`config.mk`:
```
export PLATFORM = sky130hd
export DESIGN_NAME = log2_share_sched
export DESIGN_NICKNAME = d
export VERILOG_FILES = /design/src/rtl/log2_pkg.sv /design/src/rtl/rr_arbiter.sv /design/src/rtl/log2_share_sched.sv
export SDC_FILE = /design/constraint.sdc
export NUM_CORES = 1
export LEC_CHECK = 0
export CORE_AREA = 3 3 141 143
export DETAILED_ROUTE_END_ITERATION = 10
export DIE_AREA = 0 0 144 146
export HOLD_SLACK_MARGIN = 0.08
export PLACE_DENSITY = 0.77
export REMOVE_ABC_BUFFERS = 1
export SYNTH_ARGS = -nofsm -noshare
export SYNTH_HDL_FRONTEND = slang
export SYNTH_SLANG_ARGS = --single-unit
```
`constraint.sdc`:
```
create_clock -name clk -period 7.6 [get_ports clk]
set_clock_uncertainty 0.15 [all_clocks]
set_input_delay 1.52 -clock clk [delete_from_list [all_inputs] [get_ports clk]]
set_output_delay 1.52 -clock clk [all_outputs]
set_load 0.05 [all_outputs]
```
`src/rtl/log2_pkg.sv`:
```
// rtl/log2_pkg.sv - constants shared by the log2 core and its scheduler
// Core geometry and the tag layout {valid, idx, zero} carried alongside each issue.
package log2_pkg;

   localparam int LOG2_LAT  = 3;
   localparam int I_WIDTH   = 64;
   localparam int O_WIDTH_F = 8;
   localparam int O_WIDTH   = O_WIDTH_F + $clog2(I_WIDTH);

   localparam int TAG_VALID_W = 1;
   localparam int TAG_ZERO_W  = 1;

   function automatic int idx_width(input int n_req);
      return (n_req > 1) ? $clog2(n_req) : 1;
   endfunction

   function automatic int tag_width(input int n_req);
      return TAG_VALID_W + idx_width(n_req) + TAG_ZERO_W;
   endfunction

endpackage

```
`src/rtl/rr_arbiter.sv`:
```
// rtl/rr_arbiter.sv - round-robin grant, search starts one past the last winner
// Purely combinational; the caller owns and updates the pointer.
module rr_arbiter
   import log2_pkg::*;
#(
   parameter int N_REQ = 4,
   localparam int IDX_W = idx_width(N_REQ)
) (
   input  logic [N_REQ-1:0] req,
   input  logic [IDX_W-1:0] ptr,
   input  logic             en,
   output logic [N_REQ-1:0] grant,
   output logic [IDX_W-1:0] idx
);

   int               cand;
   logic [IDX_W-1:0] cand_idx;

   // Walk from the farthest offset down so the nearest requester after ptr wins.
   always_comb begin
      grant    = '0;
      idx      = '0;
      cand     = 0;
      cand_idx = '0;
      for (int off = N_REQ; off >= 1; off--) begin
         cand     = (int'(ptr) + off) % N_REQ;
         cand_idx = IDX_W'(cand);
         if (en && req[cand_idx]) begin
            grant           = '0;
            grant[cand_idx] = 1'b1;
            idx             = cand_idx;
         end
      end
   end

endmodule

```
`src/rtl/log2_share_sched.sv`:
```
// rtl/log2_share_sched.sv - time-shares one pipelined log2 core among N_REQ requesters
// Issues are tagged with their owner so results return in order, one per cycle.
module log2_share_sched
   import log2_pkg::*;
#(
   parameter int N_REQ     = 4,
   parameter int I_WIDTH   = log2_pkg::I_WIDTH,
   parameter int O_WIDTH_F = log2_pkg::O_WIDTH_F,
   parameter int O_WIDTH   = O_WIDTH_F + $clog2(I_WIDTH),
   parameter int LOG2_LAT  = log2_pkg::LOG2_LAT
) (
   input  logic                     clk,
   input  logic                     rst_n,
   input  logic                     en,
   input  logic [N_REQ-1:0]         req_valid,
   input  logic [N_REQ*I_WIDTH-1:0] req_data,
   output logic [N_REQ-1:0]         req_ready,
   output logic [I_WIDTH-1:0]       log_i_data,
   input  logic [O_WIDTH-1:0]       log_o_data,
   output logic [N_REQ-1:0]         rsp_valid,
   output logic [O_WIDTH-1:0]       rsp_data,
   output logic                     rsp_zero,
   output logic                     busy
);

   localparam int IDX_W = idx_width(N_REQ);
   localparam int TAG_W = tag_width(N_REQ);

   logic [IDX_W-1:0]   ptr;
   logic [IDX_W-1:0]   gnt_idx;
   logic [N_REQ-1:0]   gnt;
   logic               accept;
   logic [I_WIDTH-1:0] gnt_data;
   logic [TAG_W-1:0]   tag_pipe [LOG2_LAT];

   logic               last_valid;
   logic [IDX_W-1:0]   last_idx;
   logic               last_zero;

   rr_arbiter #(.N_REQ(N_REQ)) u_arb (
      .req   (req_valid),
      .ptr   (ptr),
      .en    (en),
      .grant (gnt),
      .idx   (gnt_idx)
   );

   assign req_ready = gnt;
   assign accept    = |gnt;
   assign gnt_data  = req_data[int'(gnt_idx)*I_WIDTH +: I_WIDTH];

   assign last_valid = tag_pipe[LOG2_LAT-1][TAG_W-1];
   assign last_idx   = tag_pipe[LOG2_LAT-1][TAG_W-2:1];
   assign last_zero  = tag_pipe[LOG2_LAT-1][0];

   // The operand register only loads on a grant so the core input does not toggle when idle.
   always_ff @(posedge clk or negedge rst_n) begin
      if (!rst_n) begin
         ptr        <= IDX_W'(N_REQ - 1);
         log_i_data <= '0;
         rsp_valid  <= '0;
         rsp_zero   <= 1'b0;
         for (int i = 0; i < LOG2_LAT; i++) tag_pipe[i] <= '0;
      end else begin
         if (accept) begin
            ptr        <= gnt_idx;
            log_i_data <= gnt_data;
         end
         tag_pipe[0] <= {accept, gnt_idx, ~|gnt_data};
         for (int i = 1; i < LOG2_LAT; i++) tag_pipe[i] <= tag_pipe[i-1];
         rsp_valid <= last_valid ? (N_REQ'(1) << last_idx) : '0;
         rsp_zero  <= last_valid & last_zero;
      end
   end

   assign rsp_data = log_o_data;

   always_comb begin
      busy = 1'b0;
      for (int i = 0; i < LOG2_LAT; i++) busy = busy | tag_pipe[i][TAG_W-1];
   end

endmodule

```
==> flow_summary.ini <==
[route]
postRouteAntennaNets = 0
viasPerCell = 5.263
dr.first_iter.drc_count = 141
drt_pass1_iterations = 4
vias = 6210
drt_wl_total_um = 22920
avgRoutedWirePerCell_um = 19.42
post-route-drc-count = 0

[power]
powerDensity_nw_per_um2 = 367.1
p_leak_uw = 0.003707
ir_worst_vdd_v = 0.0002342

[cts]
cts_htree_levels = 3
ctsLongestPathBuffers = 2
cts_setup_buffers = 0
post_cts_resized = 0
clk_pin_slew_ns = 0.06
ctsHoldBuffers = 0
cts_buffers = 9
clk_latency_ns = 0.34
cts_tree = yes
clock-sinks = 83
cts-root-buf = clkbuf_16

[yosys]
seq_area_frac_synth = 0.3331
postSynthCellCount = 641
synth_cell_types = 42
netlist_area_um2 = 6243
avgSynthCellArea_um2 = 9.740
yosysWarnings = 0
synth_seq_cells = 83

[hold_path]
min_path_type = reg -> reg

[run_status]
status = complete, no violations

[job]
max_cap_violations = 0

[die]
die_width_um = 144
dieArea_um2 = 21020
core-area_um2 = 18710
die-height_um = 146
rows = 50
io_pins = 365
start_util = 0.3338

[global_routing]
grt_max_degree = 134
grt_use_met3 = 0.06047
globalRouteMet1Util = 0.2556
grt_pass1_wl_um = 34780
first_global_vias = 6430
use_met2 = 0.3692
grt_overflow_total = 0
antenna_found_initial = 0
busiest_layer = met2
track_usage = 0.2117

[setup_path]
path_max_fanout = 9
crit_family = buffers and inverters
path_cells = clkdlybuf4s50_1, mux4_2, and4bb_2, nand2_1, a31oi_1, clkdlybuf4s50_1
cp_slowest_cell = clkdlybuf4s50_1
crit_top_cell = clkdlybuf4s50_1
cpPeakStageDelay_ns = 0.87
critical_path_class = in -> out
arrival_ns = 4.32
crit_buf_inv = 2
crit_path_start_kind = input port
cp.required_ns = 5.93
crit_path_end_kind = output port

[finish]
layout_common_cells = clkdlybuf4s50_1 (335), mux2i_1 (136), nand2_1 (86)
nFillCells = 1726
drive_above_1_share = 0.1068
diodes = 0
final_common_cell = clkdlybuf4s50_1
area_delta_synth_final_pct = 58.94
finalNetCount = 1222

[sta]
max_clock_freq_mhz = 167.0
worst_pin_slew_ns = 1.059
rsz0062_at_grt = false
period_minus_slack_ns = 5.988
hold_ws_ns = 0.2004
finalSetupViolCount = 0
slew_headroom = 0.2940
slew_violations = 0
hold_violations = 0
setup_tns_ns = 0
post-route-period-util = 0.7879

[placement]
portBuffers = 336
hpwl_um = 18340
place.gp.congestion = 0.9207
[registers in the layout (all words and copies together), names as in the netlist]
name        cells
log_i_data     64
tag_pipe        8
rsp_valid       4
last_idx        2
ptr             2
last_valid      1
last_zero       1
rsp_zero        1
[cell families after synthesis]
group,Yosys count,synth area share
mux,204,0.3479
buf+inv,59,0.06473
compound gates,101,0.09158
simple gates,190,0.1547
flops,83,0.3331
fa+ha+maj,4,0.008016
[worst paths after layout]
| path | start | end | slack (ns) | cells past startpoint |
|---|---|---|---|---|
| setup / recovery | req_valid[0] | req_ready[2] | 1.61 | 6 |
| hold / removal | tag_pipe[6] | last_idx[1] | 0.20 | 0 |
| setup reg to reg | ptr[0] | log_i_data[10] | 3.12 | 12 |
| hold reg to reg | tag_pipe[6] | last_idx[1] | 0.20 | 0 |
| max in group asynchronous | rst_n | log_i_data[34] | 5.28 | 2 |
| min in group asynchronous | rst_n | log_i_data[53] | 0.98 | 1 |
[stage by stage]
stage          instances  worst slack [ns]    util  total power, µW  cell area, µm²
6_report            1180             1.612  0.5305             3643            9923
5_1_grt             1180             1.507  0.5305             3872            9923
4_1_cts             1180             1.641  0.5305             3686            9923
3_5_place_dp        1164             1.641  0.5128             3181            9592
3_3_place_gp        1164             1.740  0.5128             3149            9592
2_1_floorplan        587            0.8173       -             2392            5858
[synthesized netlist by cell type (all sizes together)]
library cell	n	area, µm²
o221ai	2	17.52
dfrtp	81	2027
a31oi	6	37.54
o41ai	3	26.28
and4bb	1	12.51
and3	1	6.260
nand3	2	10.01
and3b	2	17.52
mux2	64	720.7
inv	5	18.77
and2	2	12.51
dfstp	2	52.55
nor2	8	30.03
and4	1	8.760
a41oi	2	17.52
a22oi	4	30.03
nor2b	1	6.260
o21a	2	15.01
mux4	4	90.09
ha	4	50.05
a21oi	9	45.04
nor3	12	60.06
nand2b	2	12.51
nand2	86	322.8
o21ai	69	349.1
o211a	1	10.01
buf	46	349.1
or3	2	12.51
o31a	1	8.760
nor4	65	421.7
nor3b	1	7.510
clkbuf	8	36.28
o31ai	2	15.01
nand4	4	25.02
mux2i	136	1361
[layout make-up]
cell class / instances / area [µm²] / share of cell area
Sequential cell: 83 / 2079 / 0.2096
Inverter: 5 / 23.77 / 0.002396
Timing Repair Buffer: 343 / 3426 / 0.3452
Clock inverter: 7 / 106.4 / 0.01072
Clock buffer: 9 / 225.2 / 0.02270
Multi-Input combinational cell: 499 / 3770 / 0.3799
Tap cell: 234 / 292.8 / 0.02950
[power breakdown]
part	switching [µW]	internal [µW]	leakage, µW
combinational	1460	916	0.00254
clock	196	294	0.000163
sequential	115	663	0.00101
[routing by layer]
| layer | vias to the layer above | routed length, µm |
|---|---|---|
| met2 | 220 | 11580 |
| li1 | 3015 | - |
| met1 | 2948 | 9358 |
| met5 | - | 0 |
| met3 | 27 | 1569 |
| met4 | 0 | 411 |
[worst reg2reg max path, cell delays in order (launching register included)]
cell,delay [ns]
dfstp_2,0.71
inv_1,0.14
ha_1,0.45
nand2b_1,0.20
a21oi_1,0.22
or3_1,0.39
nand2_1,0.09
buf_4,0.23
inv_6,0.75
buf_4,0.51
mux2i_1,0.16
mux2_2,0.28
o21ai_1,0.13
No activity file was read; power rests on OpenSTA's default activity.
